File: src/rtl/ascii_display_encoder.sv
// Display-update responder: samples the selected measurement on start, converts it
// to BCD with a sequential shift-add-3 engine and returns six ASCII characters.
module ascii_display_encoder #(
    parameter int unsigned SPEED_WIDTH     = 12,
    parameter int unsigned MAX_SPEED_WIDTH = 12,
    parameter int unsigned AVG_SPEED_WIDTH = 12
) (
    input  logic                       clock,
    input  logic                       reset,
    input  logic                       start,
    input  logic                       AVS,
    input  logic                       DAY,
    input  logic                       MAX,
    input  logic                       TIM,
    input  logic [MAX_SPEED_WIDTH-1:0] max_speed,
    input  logic [SPEED_WIDTH-1:0]     speed,
    input  logic [13:0]                distance,
    input  logic [AVG_SPEED_WIDTH-1:0] avg_speed,
    input  logic [6:0]                 hours,
    input  logic [5:0]                 minutes,
    input  logic [5:0]                 seconds,
    output logic [7:0]                 lower1000,
    output logic [7:0]                 lower0100,
    output logic [7:0]                 lower0010,
    output logic [7:0]                 lower0001,
    output logic [7:0]                 upper10,
    output logic [7:0]                 upper01,
    output logic                       valid_out,
    output logic                       busy
);

    localparam int unsigned OP_W       = 14;
    localparam int unsigned BCD_LO_W   = 16;
    localparam int unsigned BCD_UP_W   = 8;
    localparam int unsigned CNT_W      = 4;
    localparam int unsigned NUM_SHIFTS = 14;
    localparam logic [7:0]  ASCII_BLANK = 8'h20;
    localparam logic [7:0]  ASCII_ZERO  = 8'h30;

    typedef enum logic { ST_IDLE, ST_SHIFT } state_t;
    typedef enum logic [1:0] { SEL_DAY, SEL_AVS, SEL_MAX, SEL_TIM } sel_t;

    state_t               state_q, state_d;
    sel_t                 sel_q, sel_d, sel_new;
    logic [OP_W-1:0]      lo_bin_q, lo_bin_d, up_bin_q, up_bin_d;
    logic [BCD_LO_W-1:0]  lo_bcd_q, lo_bcd_d, lo_adj;
    logic [BCD_UP_W-1:0]  up_bcd_q, up_bcd_d, up_adj;
    logic [CNT_W-1:0]     cnt_q, cnt_d;
    logic [7:0]           lower1000_d, lower0100_d, lower0010_d, lower0001_d;
    logic [7:0]           upper10_d, upper01_d;
    logic                 valid_out_d, busy_d;
    logic [OP_W-1:0]      lo_op, up_op, tim_op;
    logic [6:0]           hrs_sat;
    logic [5:0]           min_sat;
    logic [2:0]           flag_cnt;
    logic [3:0]           d3, d2, d1, d0, u1, u0;
    logic                 seconds_unused;

    // Seconds are reserved for a future display mode.
    assign seconds_unused = ^seconds;

    // Clamp a value to a decimal limit, producing a 14-bit operand.
    function automatic logic [OP_W-1:0] sat14(input logic [31:0] v, input logic [31:0] lim);
        return (v > lim) ? OP_W'(lim) : OP_W'(v);
    endfunction

    // Add 3 to every BCD nibble that is 5 or more (pre-shift correction).
    function automatic logic [BCD_LO_W-1:0] dabble16(input logic [BCD_LO_W-1:0] b);
        logic [BCD_LO_W-1:0] r;
        r = b;
        for (int i = 0; i < 4; i++) begin
            if (r[i*4 +: 4] >= 4'd5) r[i*4 +: 4] = r[i*4 +: 4] + 4'd3;
        end
        return r;
    endfunction

    function automatic logic [BCD_UP_W-1:0] dabble8(input logic [BCD_UP_W-1:0] b);
        logic [BCD_UP_W-1:0] r;
        r = b;
        for (int i = 0; i < 2; i++) begin
            if (r[i*4 +: 4] >= 4'd5) r[i*4 +: 4] = r[i*4 +: 4] + 4'd3;
        end
        return r;
    endfunction

    // Selection update and saturated operand preparation for the accept edge.
    always_comb begin
        flag_cnt = 3'(AVS) + 3'(DAY) + 3'(MAX) + 3'(TIM);
        sel_new  = sel_q;
        if (flag_cnt == 3'd1) begin
            if (DAY)      sel_new = SEL_DAY;
            else if (AVS) sel_new = SEL_AVS;
            else if (MAX) sel_new = SEL_MAX;
            else          sel_new = SEL_TIM;
        end
        hrs_sat = (hours > 7'd99) ? 7'd99 : hours;
        min_sat = (minutes > 6'd59) ? 6'd59 : minutes;
        // hours*100 as (h<<6)+(h<<5)+(h<<2)
        tim_op  = (OP_W'(hrs_sat) << 6) + (OP_W'(hrs_sat) << 5) + (OP_W'(hrs_sat) << 2)
                + OP_W'(min_sat);
        case (sel_new)
            SEL_DAY: lo_op = sat14(32'(distance), 32'd9999);
            SEL_AVS: lo_op = sat14(32'(avg_speed), 32'd9999);
            SEL_MAX: lo_op = sat14(32'(max_speed), 32'd9999);
            default: lo_op = tim_op;
        endcase
        up_op = sat14(32'(speed), 32'd99);
    end

    // BCD digits and the per-cycle shift-add-3 step.
    always_comb begin
        d3     = lo_bcd_q[15:12];
        d2     = lo_bcd_q[11:8];
        d1     = lo_bcd_q[7:4];
        d0     = lo_bcd_q[3:0];
        u1     = up_bcd_q[7:4];
        u0     = up_bcd_q[3:0];
        lo_adj = dabble16(lo_bcd_q);
        up_adj = dabble8(up_bcd_q);
    end

    // Next-state, datapath and registered-output logic.
    always_comb begin
        state_d     = state_q;
        sel_d       = sel_q;
        lo_bin_d    = lo_bin_q;
        up_bin_d    = up_bin_q;
        lo_bcd_d    = lo_bcd_q;
        up_bcd_d    = up_bcd_q;
        cnt_d       = cnt_q;
        lower1000_d = lower1000;
        lower0100_d = lower0100;
        lower0010_d = lower0010;
        lower0001_d = lower0001;
        upper10_d   = upper10;
        upper01_d   = upper01;
        valid_out_d = 1'b0;
        busy_d      = busy;
        case (state_q)
            ST_IDLE: begin
                if (start) begin
                    sel_d    = sel_new;
                    lo_bin_d = lo_op;
                    up_bin_d = up_op;
                    lo_bcd_d = '0;
                    up_bcd_d = '0;
                    cnt_d    = '0;
                    busy_d   = 1'b1;
                    state_d  = ST_SHIFT;
                end
            end
            ST_SHIFT: begin
                if (cnt_q == CNT_W'(NUM_SHIFTS)) begin
                    lower1000_d = (sel_q != SEL_TIM && d3 == 4'd0) ? ASCII_BLANK
                                                                  : ASCII_ZERO + 8'(d3);
                    lower0100_d = (sel_q != SEL_TIM && d3 == 4'd0 && d2 == 4'd0) ? ASCII_BLANK
                                                                                 : ASCII_ZERO + 8'(d2);
                    lower0010_d = ASCII_ZERO + 8'(d1);
                    lower0001_d = ASCII_ZERO + 8'(d0);
                    upper10_d   = (u1 == 4'd0) ? ASCII_BLANK : ASCII_ZERO + 8'(u1);
                    upper01_d   = ASCII_ZERO + 8'(u0);
                    valid_out_d = 1'b1;
                    busy_d      = 1'b0;
                    state_d     = ST_IDLE;
                end else begin
                    lo_bcd_d = BCD_LO_W'(lo_adj << 1) | BCD_LO_W'(lo_bin_q[OP_W-1]);
                    up_bcd_d = BCD_UP_W'(up_adj << 1) | BCD_UP_W'(up_bin_q[OP_W-1]);
                    lo_bin_d = OP_W'(lo_bin_q << 1);
                    up_bin_d = OP_W'(up_bin_q << 1);
                    cnt_d    = cnt_q + CNT_W'(1);
                end
            end
            default: state_d = ST_IDLE;
        endcase
    end

    // State, datapath and output registers.
    always_ff @(posedge clock or negedge reset) begin
        if (!reset) begin
            state_q   <= ST_IDLE;
            sel_q     <= SEL_DAY;
            lo_bin_q  <= '0;
            up_bin_q  <= '0;
            lo_bcd_q  <= '0;
            up_bcd_q  <= '0;
            cnt_q     <= '0;
            lower1000 <= ASCII_BLANK;
            lower0100 <= ASCII_BLANK;
            lower0010 <= ASCII_BLANK;
            lower0001 <= ASCII_BLANK;
            upper10   <= ASCII_BLANK;
            upper01   <= ASCII_BLANK;
            valid_out <= 1'b0;
            busy      <= 1'b0;
        end else begin
            state_q   <= state_d;
            sel_q     <= sel_d;
            lo_bin_q  <= lo_bin_d;
            up_bin_q  <= up_bin_d;
            lo_bcd_q  <= lo_bcd_d;
            up_bcd_q  <= up_bcd_d;
            cnt_q     <= cnt_d;
            lower1000 <= lower1000_d;
            lower0100 <= lower0100_d;
            lower0010 <= lower0010_d;
            lower0001 <= lower0001_d;
            upper10   <= upper10_d;
            upper01   <= upper01_d;
            valid_out <= valid_out_d;
            busy      <= busy_d;
        end
    end

endmodule

File: config.mk
export PLATFORM = sky130hd
export DESIGN_NAME = ascii_display_encoder
export DESIGN_NICKNAME = d
export VERILOG_FILES = /design/src/rtl/ascii_display_encoder.sv
export SDC_FILE = /design/constraint.sdc
export NUM_CORES = 1
export LEC_CHECK = 0
export CELL_PAD_IN_SITES_DETAIL_PLACEMENT = 1
export CELL_PAD_IN_SITES_GLOBAL_PLACEMENT = 2
export CORE_ASPECT_RATIO = 1.2
export CORE_MARGIN = 2
export CORE_UTILIZATION = 28
export DETAILED_ROUTE_END_ITERATION = 6
export PLACE_DENSITY_LB_ADDON = 0.1
export SETUP_SLACK_MARGIN = 0.1
export SLEW_MARGIN = 20
export SYNTH_ARGS = -nofsm -noshare
export SYNTH_HDL_FRONTEND = slang
export SYNTH_SLANG_ARGS = --single-unit
File: constraint.sdc
create_clock -name clock -period 1.7 [get_ports clock]
set_input_delay 0.425 -clock clock [delete_from_list [all_inputs] [get_ports clock]]
set_output_delay 0.425 -clock clock [all_outputs]
set_load 0.01 [all_outputs]
==> results.txt <==
* Result of the run: finished with violations
* Failing checks: negative setup slack
* CP Data Required Time: 1.94 ns
* Worst Setup Start Kind: input port
- Dominant cells by area after synthesis: sky130_fd_sc_hd__dfrtp_1 (40%), sky130_fd_sc_hd__ha_1 (8.2%), sky130_fd_sc_hd__o21ai_0 (4.0%)
- The number of placed instances, taps included, is 1029.
- In the final layout, the share of cells above drive strength 1 is 0.3358.
- Worst Setup Path Type: input port to flop
- Prevailing post-synth register cell: sky130_fd_sc_hd__dfrtp_1
* Sum of negative setup slack: -15.51 ns
* Crit path max-delay cell type: sky130_fd_sc_hd__fa_1
- The placed instances occupy a cell area of between 7000 and 8000 um2.
- Number of cell instances on the worst register-to-register path: 4
* Total count of max-transition violations in the final report: 0
- Largest fanout of any net on the critical path: 6
- Final non-filler cell area: 8652 um2
- The largest single stage delay on the critical path is around 0.52 ns.
- Family with the most delay on the worst path: adder cells
- Average via count per standard cell: about 4.9
* DRC errors left: 0
* Hold Path Class: flop to flop
* Share of synthesized area occupied by flip-flops and latches: 0.4031
* Peak VDD IR: about 0.00069 V
- Number of enable flip-flop cells after synthesis: 0
- 0 antenna diodes ended up in the layout.
- The startpoint identified for the worst register-to-register timing path is sel_q[0]$_DFFE_PN0P_.
- Following the worst setup path forward leads to its endpoint at lo_bin_q[7]$_DFFE_PN0P_.
* Maximum number of pins on one net before global-route repair: 34
- Data arrival at the endpoint of the critical path: roughly 3.0 ns
* Total number of H-tree levels: 3
- Starting utilization of the core area: 0.2837
- Wire per inst: around 17 um
- The floorplan step defined a die boundary enclosing between 20000 and 25000 um2.
- Net load switching power: 5.493 mW
- Leading cell types in the layout, fill and taps excluded: sky130_fd_sc_hd__buf_4 (92), sky130_fd_sc_hd__dfrtp_1 (88), sky130_fd_sc_hd__clkdlybuf4s50_1 (55), sky130_fd_sc_hd__nand2_1 (42), sky130_fd_sc_hd__dlygate4sd2_1 (38)
- The critical path starts at TIM.
- Global routing finished with a remaining overflow of 0.
- The signal on the critical path passes through buf_8, inv_8, fa_1, inv_1, ha_2, ha_4, or3b_4, buf_6, mux2_4, a21oi_4, a222oi_1, o31ai_1.
- Largest buffer count on any clock path: 2
- Vias in the first global route: roughly 6k
- The first detailed-routing pass took 4 iterations.
* Setup Viol. Count Final: 33
- The floorplan has between 50 and 60 rows.
- Antenna-violating nets left: 0
- The share of total power dissipated in the clock network is 0.155.
* Post-synth top area cell: sky130_fd_sc_hd__dfrtp_1
- Static Leak: ~4.0 nW
- TritonCTS buffer count: 9
- The net count of the finished layout is 918.
- Of the total power, registers draw 0.289.
- Number of clock sinks seen by CTS: 89
- Smallest setup slack after layout: -1.029 ns
- The share of synthesized area in the top cell type comes to 0.4031.
* Endpoint of the lowest-slack register-to-register path: lo_bin_q[7]$_DFFE_PN0P_
- Antenna violations before repair: 0
- The count of buffers added on input and output ports is around 100.
- Cell at the root of the clock tree: sky130_fd_sc_hd__clkbuf_16
* Count of pins on the block boundary: 126
- First-pass GRT wire length: 30280 um
- Aggregate global-route resource usage: 0.1800
- In this run the power density over the cells is approximately 1600 nW/um2.
- The routed layout has about 5.3k vias.
- Final wirelength: 18640 um
* Share of total power in combinational logic: 0.556
* Clock Latency Late Sink: about 0.34 ns
* Number of instances in the synthesized netlist: between 500 and 600
* Register bit count reported by yosys: ~90
- Clock tree skew after final layout: just over 0.008 ns
- Syn Area/Cell: about 9.2 um2
- Clock slew at reported path FFs: 0.07 ns
* Count of different cell masters after synthesis: 60
- Of the total power, the share spent switching nets is 0.4047.
- Buffering stage count on the worst path with inverters included: 4
- Commonest non-fill, non-tap cell in the layout: sky130_fd_sc_hd__buf_4
- DRT iter0 DRCs: about 230
- Post-synthesis async set-or-reset flop share: 1.000
* Final core utilization: 0.4442
- Max-cap violations in this run came to 0.
- The congestion estimate from routability-driven global placement came to 0.8128.
- Yosys printed 0 warnings.
- Clock tree from TritonCTS: built
* Die height: 157.9 um
- Crit share post-route: 1.605
* RSZ-0062 raised after global routing: true
- CP endpoint kind: flop
* Register-to-Register Setup Slack: -0.10 ns
- Overall power consumption after layout is estimated at between 10 and 15 mW.
* FMAX: ~370 MHz
- Core region area: ~19000 um2
* Placed wire-length estimate: 14010 um
- Synthesis-to-layout area growth: 56.59%
- Count of final hold-check violations: 0
- Int Power: 8.080 mW
- Counting buffers and inverters, the worst setup path is 12 cells deep.
- The synthesized netlist occupies a cell area of 5525 um2.
- In this run the horizontal extent of the chip is between 100 and 150 um.
* Clock period minus final worst setup slack: around 2.7 ns
- The count of cells in the finished layout, fillers not included, comes to between 1k and 1.5k.
## per-layer routing
metal,global-route usage,routed length (um),vias up,part of all wire
met5,0,0,-,0
met4,0.04916,301,0,0.016
li1,-,-,2526,-
met2,0.3480,10130,106,0.54
met1,0.2096,7746,2625,0.42
met3,0.02145,465,18,0.025
## how the worst min path moves through the flow
stage / start / endpoint / slack, ns / depth (start not counted)
after floorplan: reset / busy$_DFFE_PN0P_ / 0.13 / 0
after global placement: reset / lower0100[0]$_DFFE_PN0P_ / 0.32 / 1
after detailed placement: reset / lower0010[4]$_DFFE_PN0P_ / 0.32 / 1
after CTS: up_bin_q[12]$_DFFE_PN0P_ / up_bin_q[13]$_DFFE_PN0P_ / 0.48 / 2
after global routing: lower1000[4]$_DFFE_PN0P_ / lower1000[4]$_DFFE_PN0P_ / 0.48 / 1
final: lower1000[4]$_DFFE_PN0P_ / lower1000[4]$_DFFE_PN0P_ / 0.47 / 1
## registers in the layout, indices dropped and copies added, names as in the netlist, 2 cells and up
signal	cells
lower1000	5
lo_bin_q	14
lo_bcd_q	16
cnt_q	4
lower0010	5
lower0100	5
up_bin_q	14
up_bcd_q	8
sel_q	2
upper10	5
lower0001	4
upper01	4
## worst register-to-register path, stage by stage (launching register included)
cell	delay [ns]
sky130_fd_sc_hd__dfrtp_1	0.44
sky130_fd_sc_hd__or3_1	0.52
sky130_fd_sc_hd__a21oi_1	0.34
sky130_fd_sc_hd__a222oi_1	0.13
sky130_fd_sc_hd__o31ai_1	0.26
## stage by stage
stage / setup WS [ns] / hold slack, ns
after detailed placement: -2.061 / 0.3175
final: -1.029 / 0.4729
after CTS: -1.041 / 0.4793
after global placement: -2.005 / 0.3189
after global routing: -1.118 / 0.4827
after floorplan: -1.474 / 0.1294
## synth_stat cells, types with 4 or more instances
| library cell | instances |
|---|---|
| sky130_fd_sc_hd__and2_1 | 4 |
| sky130_fd_sc_hd__a32o_1 | 6 |
| sky130_fd_sc_hd__o21bai_1 | 4 |
| sky130_fd_sc_hd__or2_2 | 4 |
| sky130_fd_sc_hd__nor2_1 | 30 |
| sky130_fd_sc_hd__mux2_2 | 15 |
| sky130_fd_sc_hd__o21a_1 | 5 |
| sky130_fd_sc_hd__o22ai_1 | 5 |
| sky130_fd_sc_hd__inv_1 | 35 |
| sky130_fd_sc_hd__o31ai_1 | 12 |
| sky130_fd_sc_hd__xor2_1 | 7 |
| sky130_fd_sc_hd__a22oi_1 | 6 |
| sky130_fd_sc_hd__fa_1 | 4 |
| sky130_fd_sc_hd__nand2_1 | 55 |
| sky130_fd_sc_hd__a31oi_1 | 10 |
| sky130_fd_sc_hd__nor4_1 | 6 |
| sky130_fd_sc_hd__nor3_1 | 5 |
| sky130_fd_sc_hd__nand3_1 | 31 |
| sky130_fd_sc_hd__nand2b_1 | 7 |
| sky130_fd_sc_hd__o221ai_1 | 4 |
| sky130_fd_sc_hd__nand4_1 | 4 |
| sky130_fd_sc_hd__o21ai_0 | 44 |
| sky130_fd_sc_hd__ha_1 | 36 |
| sky130_fd_sc_hd__o211ai_1 | 7 |
| sky130_fd_sc_hd__buf_4 | 20 |
| sky130_fd_sc_hd__a22o_1 | 4 |
| sky130_fd_sc_hd__xnor2_1 | 11 |
| sky130_fd_sc_hd__a21oi_1 | 39 |
| sky130_fd_sc_hd__or3_1 | 6 |
| sky130_fd_sc_hd__a21o_1 | 11 |
| sky130_fd_sc_hd__clkbuf_1 | 26 |
| sky130_fd_sc_hd__dfrtp_1 | 89 |
## kinds of logic (layout without fill, tap and decap cells)
family                   Yosys count  in the layout  synth area share
XOR/XNOR                          18             18           0.02853
other                              2             18          0.001359
AO/OA/AOI/OAI                    180            180            0.2131
AND/OR/NAND/NOR                  167            167            0.1486
multiplexers                      18             18           0.03601
flip-flops                        89             89            0.4031
buffers and inverters             84            277           0.07337
adder cells (fa/ha/maj)           40             40           0.09601
## final cells by class
type	count	area, um2
Fill cell	2224	10830
Multi-Input combinational cell	441	3488
Sequential cell	89	2228
Timing Repair Buffer	225	2142
Tap cell	261	326.6
Clock buffer	10	239.0
Inverter	35	146.4
Clock inverter	6	73.82
Timing Repair inverter	1	7.507
## what timing repair did
action | CTS | global route
pin swaps | 50 | 31
hold buffers | 1 | 0
endpoints found under the hold margin | 14 | 0
cloned | 2 | 3
buffers inserted | 10 | 8
setup endpoints to repair | 89 | 84
resized for setup | 136 | 80
## power groups by stage
stage	clock, mW	combinational (mW)	sequential [mW]
final	2.10	7.54	3.93
after global routing	2.25	8.29	4.08
after CTS	2.16	6.85	3.86
after detailed placement	0	6.40	3.87
after global placement	0	6.19	3.83
after floorplan	0	3.70	3.80
No activity file was read; power rests on OpenSTA's default activity.
==> edit 1: new RTL, same settings <==
`AVG_SPEED_WIDTH`: 12 -> 10.
--- a/src/rtl/ascii_display_encoder.sv
+++ b/src/rtl/ascii_display_encoder.sv
@@ -3,7 +3,7 @@
 module ascii_display_encoder #(
     parameter int unsigned SPEED_WIDTH     = 12,
     parameter int unsigned MAX_SPEED_WIDTH = 12,
-    parameter int unsigned AVG_SPEED_WIDTH = 12
+    parameter int unsigned AVG_SPEED_WIDTH = 10
 ) (
     input  logic                       clock,
     input  logic                       reset,
Interface: changed (resized avg_speed); port bits go from 126 to 124. The function was not compared with the original's and may differ.
==> edit 1 against the original RTL <==
  * Non-clock buffer count increased by 21
  * Power is 3.7% lower
  * Final cell count is 3.4% higher
  * Largest cell class unchanged
  * Design area is 2.4% higher
  * The run still ends with negative setup slack left
  * Routed wire length fell by 1.4%
  * Sequential cell count stayed put
  * Global-route usage is 0.30 points lower
  * Worst setup slack got worse by 0.068 ns
  * Count of clock-buffer cells in the layout rose by 2
  * Sequential share of layout area down 0.58 points
  * Worst hold slack got worse by 0.012 ns
  * Area after synthesis fell by 0.25%
==> edit 1: results (changes against the original RTL) <==
* Post-synthesis xor/xnor area fraction at 3.34% (was 2.85%)
* Top-area cell type share of the netlist area at 40.4% (was 40.3%)
* Hpwl dp at 13,800 um (was 14,000 um)
* Final setup vio count at 16 (was 33)
* Post-detailed-route wirelength per cell at 16.6 um (was 17.5 um)
* Yosys cell types at 67 (was 60)
* Final WS setup at -1.10 ns (was -1.03 ns)
* Input/output buffers at 99 (was 101)
* Hold path depth at 2 (was 1)
* Post-CTS sizing at 149 (was 136)
* Vias at 5,320 (was 5,275)
* Maximum vdd drop at 0.000620 V (was 0.000691 V)
* Placer Congestion at 0.829 (was 0.813)
* Area growth from synthesis to layout at 60.7% (was 56.6%)
* Net Sw Power at 5.13 mW (was 5.49 mW)
* Complex-gate fraction of the synthesized area at 20.4% (was 21.3%)
* Violations in the final reports: negative setup slack (unchanged)
* Hold slack final at 0.461 ns (was 0.473 ns)
* Multiplexer share of the synthesized area at 1.45% (was 3.60%)
* Logic power comb at 7.11 mW (was 7.54 mW)
* Crit path capture: lo_bin_q[9]$_DFFE_PN0P_ (was lo_bin_q[7]$_DFFE_PN0P_)
* Layout cells sized above 1 at 33.5% (was 33.6%)
* Synth area leaders: dfrtp_1, ha_1, nand2_1 (was dfrtp_1, ha_1, o21ai_0)
* Placement Cell Area at 7590 sq um (was 7580 sq um)
* DRT iter0 DRCs at 182 (was 227)
* Adder-cell share of the synthesized area at 9.63% (was 9.60%)
* Hold path endpoint: upper10[1]$_DFFE_PN0P_ (was lower1000[4]$_DFFE_PN0P_)
* Top post-synthesis cells by count: dfrtp_1, nand2_1, o21ai_0 (unchanged)
* Crit-path max cell delay at roughly 0.53 ns
* Reg2Reg Setup Slack at -0.04 ns (was -0.10 ns)
* Drt via density at 4.82 (was 4.94)
* Hold_sp: upper10[1]$_DFFE_PN0P_ (was lower1000[4]$_DFFE_PN0P_)
* Pre-CTS setup slack at -2.00 ns (was -2.06 ns)
* Post-Syn Instances at 615 (was 598)
* R2R depth at 7 (was 4)
* LEAKAGE at 4.07 nW (was 3.98 nW)
* Status: finished with violations (unchanged)
* First-pass GRT wire length at 29,500 um (was 30,300 um)
* Net Sw Frac at 39.3% (was 40.5%)
* Setup Skew at 0.00638 ns (was 0.00827 ns)
* Placed insts at 1,051 (was 1,029)
edit 1: cell count changes after synthesis, moves of 5 or more:
cell	before	now
or3_1	6	0
a21oi_1	39	45
nor3_1	5	14
a21o_1	11	6
a31oi_1	10	3
nand2_1	55	86
mux2_2	15	2
o211ai_1	7	2
inv_1	35	30
edit 1: worst reg2reg max path: cells and delay by family, from the launching register on:
kind / cells / cell delay, ns
AO/OA/AOI/OAI: 3 / 0.62
buffers and inverters: 2 / 0.30
flip-flops: 1 / 0.39
AND/OR/NAND/NOR: 2 / 0.32
edit 1: metal layers:
metal	global-route usage, %	up-vias	wire length [um]
met5	0	-	0
met4	5.64	0	350
met3	2.34	18	491
met2	34.4	102	9950
met1	20.0	2611	7580
li1	-	2589	-
edit 1: area by class of cell:
cell class | count | share of cell area (%)
inverter | 31 | 1.46
sequential | 89 | 25.2
clock buffer | 12 | 2.78
timing repair buffer | 246 | 25.7
multi-input combinational | 462 | 40.5
tap | 261 | 3.69
clock inverter | 3 | 0.735
==> edit 2: new RTL, same flow settings <==
Without the edit above. Make the reset (`reset`) synchronous in one clocked block.
--- a/src/rtl/ascii_display_encoder.sv
+++ b/src/rtl/ascii_display_encoder.sv
@@ -175,7 +175,7 @@
     end
 
     // State, datapath and output registers.
-    always_ff @(posedge clock or negedge reset) begin
+    always_ff @(posedge clock) begin
         if (!reset) begin
             state_q   <= ST_IDLE;
             sel_q     <= SEL_DAY;
Check against the original RTL: differs if reset is asserted again (counterexample within 4 cycles, from zero or initial values and one cycle with reset low); with reset held inactive, the same outputs for 10 cycles.
==> edit 2 against the original RTL <==
  * Sequential cell count unchanged
  * Critical path depth up 2
  * Area after synthesis down 6.5%
  * The flow still finishes with violations (negative setup slack)
  * Count of clock-buffer cells in the layout unchanged
  * Critical endpoint is now lo_bin_q[8]$_SDFFE_PN0P_
  * Clock skew down 0.00077 ns
  * Design area down 3.2%
  * Worst setup slack worse by 0.032 ns
  * Die area down 6.3%
  * Largest cell class unchanged
  * Worst hold slack worse by 0.023 ns
  * Routed wire length up 2.1%
  * Final cell count up 1.5%
Power is not compared: it rests on default switching activity, and its combinational part moved more than twofold at a synthesized area within 25%.
==> edit 2: results (changes against the original RTL) <==
* Maximum vdd drop at roughly 0.00066 V
* Area growth from synthesis to layout at 62.0% (was 56.6%)
* Final non-clock buffer share at 26.3% (was 24.8%)
* Arrival time at the worst endpoint at 3.02 ns (was 2.97 ns)
* Critical path peak fanout at 3 (was 6)
* Placer Congestion at 0.849 (was 0.813)
* First-pass GRT wire length at 30,000 um (was 30,300 um)
* Setup TNS at -14.09 ns (was -15.51 ns)
* Vias in the first global route at 5,813 (was 5,829)
* Die width at 128 um (was 132 um)
* Hold path depth at 1 (unchanged)
* Routed wl met3 at 502 um (was 465 um)
* Setup Skew at 0.00750 ns (was 0.00827 ns)
* Layout cells sized above 1 at 31.9% (was 33.6%)
* DRT iter0 DRCs at 160 (was 227)
* Detailed Routing Iterations Pass 1 at 7 (was 4)
* CP delay by family, top: simple AND/OR/NAND/NOR gates (was adder cells)
* Met2 WL at 10,500 um (was 10,100 um)
* Fillers at 2,107 (was 2,224)
* Seq/Total Area, Yosys at 34.5% (was 40.3%)
* Multi-input gate area at 3670 sq um (was 3490 sq um)
* LEAKAGE at 3.49 nW
* Crit-path max cell delay at 0.50 ns (was 0.52 ns)
* Placement Cell Area at 7320 sq um (was 7580 sq um)
* Fin nets at 971 (was 918)
* Wirelength, routed at 19,000 um (was 18,600 um)
* Final setup vio count at 16 (was 33)
* Max clock buf depth at 2 (unchanged)
* Wl on met1 at 7470 um (was 7750 um)
* Non-filler cells, final at 1,084 (was 1,068)
* Worst hold path class: register to register (unchanged)
* Violations in the final reports: negative setup slack (unchanged)
* Largest net degree at the start of global routing at 19 (was 34)
* Clock-cell share at 3.51% (was 3.62%)
* Final WS setup at -1.06 ns (was -1.03 ns)
* Top post-synthesis cells by count: dfxtp_1, nand2_1, a21oi_1 (was dfrtp_1, nand2_1, o21ai_0)
* Avg Inst Size Synth at 8.17 sq um (was 9.24 sq um)
* Share of flip-flops with an asynchronous set or reset at 0% (was 100%)
* Multi-input comb cells at 475 (was 441)
* Pre-CTS setup slack at -2.02 ns (was -2.06 ns)
* Yosys cell types at 64 (was 60)
* Sequential share of cell area at 21.3% (was 25.8%)
* Synth area leaders: dfxtp_1, ha_1, nand2_1 (was dfrtp_1, ha_1, o21ai_0)
* Signal buffers at 244 (was 225)
* Total GRT Usage at 19.3% (was 18.0%)
* R2R depth at 4 (unchanged)
* Vias at 5,455 (was 5,275)
* Top_reg_cell synth: dfxtp_1 (was dfrtp_1)
* Largest registers: lo_bcd_q (16), lo_bin_q (14), up_bin_q (14) (unchanged)
* Hpwl dp at 14,600 um (was 14,000 um)
* Placed insts at 1,049 (was 1,029)
* Status: finished with violations (unchanged)
edit 2: cell count changes after synthesis, sizes merged, moves of 7 or more:
cell / delta
dfrtp: -89
dfxtp: +89
nand2: +30
a21oi: +18
mux2: -14
nand3: -13
nor2: +10
a31oi: -9
a22o: +7
edit 2: routing by layer:
metal	vias up	GRT usage (%)
met1	2631	21.3
met4	0	6.44
met5	-	0
met2	119	37.6
met3	27	2.28
li1	2678	-
edit 2: cell families (layout without fill, tap and decap cells):
group	after synthesis	count (layout)	share of synthesized area, %
adders and majority gates	40	40	10.3
muxes	3	3	0.605
other	2	18	0.145
and+or+nand+nor	196	196	17.9
AOI/OAI and AO/OA	200	200	25.6
DFF	89	89	34.5
buffers and inverters	85	296	7.96
xor gates and xnor gates	18	18	3.05
edit 2: power groups by stage:
stage	Clock (mW)	Sequential [mW]	Combinational [mW]
after detailed placement	0	2.24	1.58
after global placement	0	2.24	1.55
after global routing	2.14	2.20	2.14
after floorplan	0	2.22	0.807
after CTS	2.05	2.19	1.85
final	1.98	2.20	1.99
edit 2: path summary, 6_finish.rpt:
check,from,to,slack [ns]
setup / recovery,hours[6],lo_bin_q[8]$_SDFFE_PN0P_,-1.06
hold / removal,lower0100[4]$_SDFFE_PN0P_,lower0100[4]$_SDFFE_PN0P_,0.45
setup reg to reg,sel_q[1]$_SDFFE_PN0P_,lo_bin_q[11]$_SDFFE_PN0P_,0.06
hold reg to reg,lower0100[4]$_SDFFE_PN0P_,lower0100[4]$_SDFFE_PN0P_,0.45
edit 2: repair_timing:
action / in CTS / in global routing
gates cloned: 2 / 1
hold buffers: 0 / 0
buffers inserted: 13 / 4
setup endpoints to repair: 85 / 58
resized for setup: 173 / 48
hold endpoints to repair: 0 / 0
pin swaps: 56 / 24
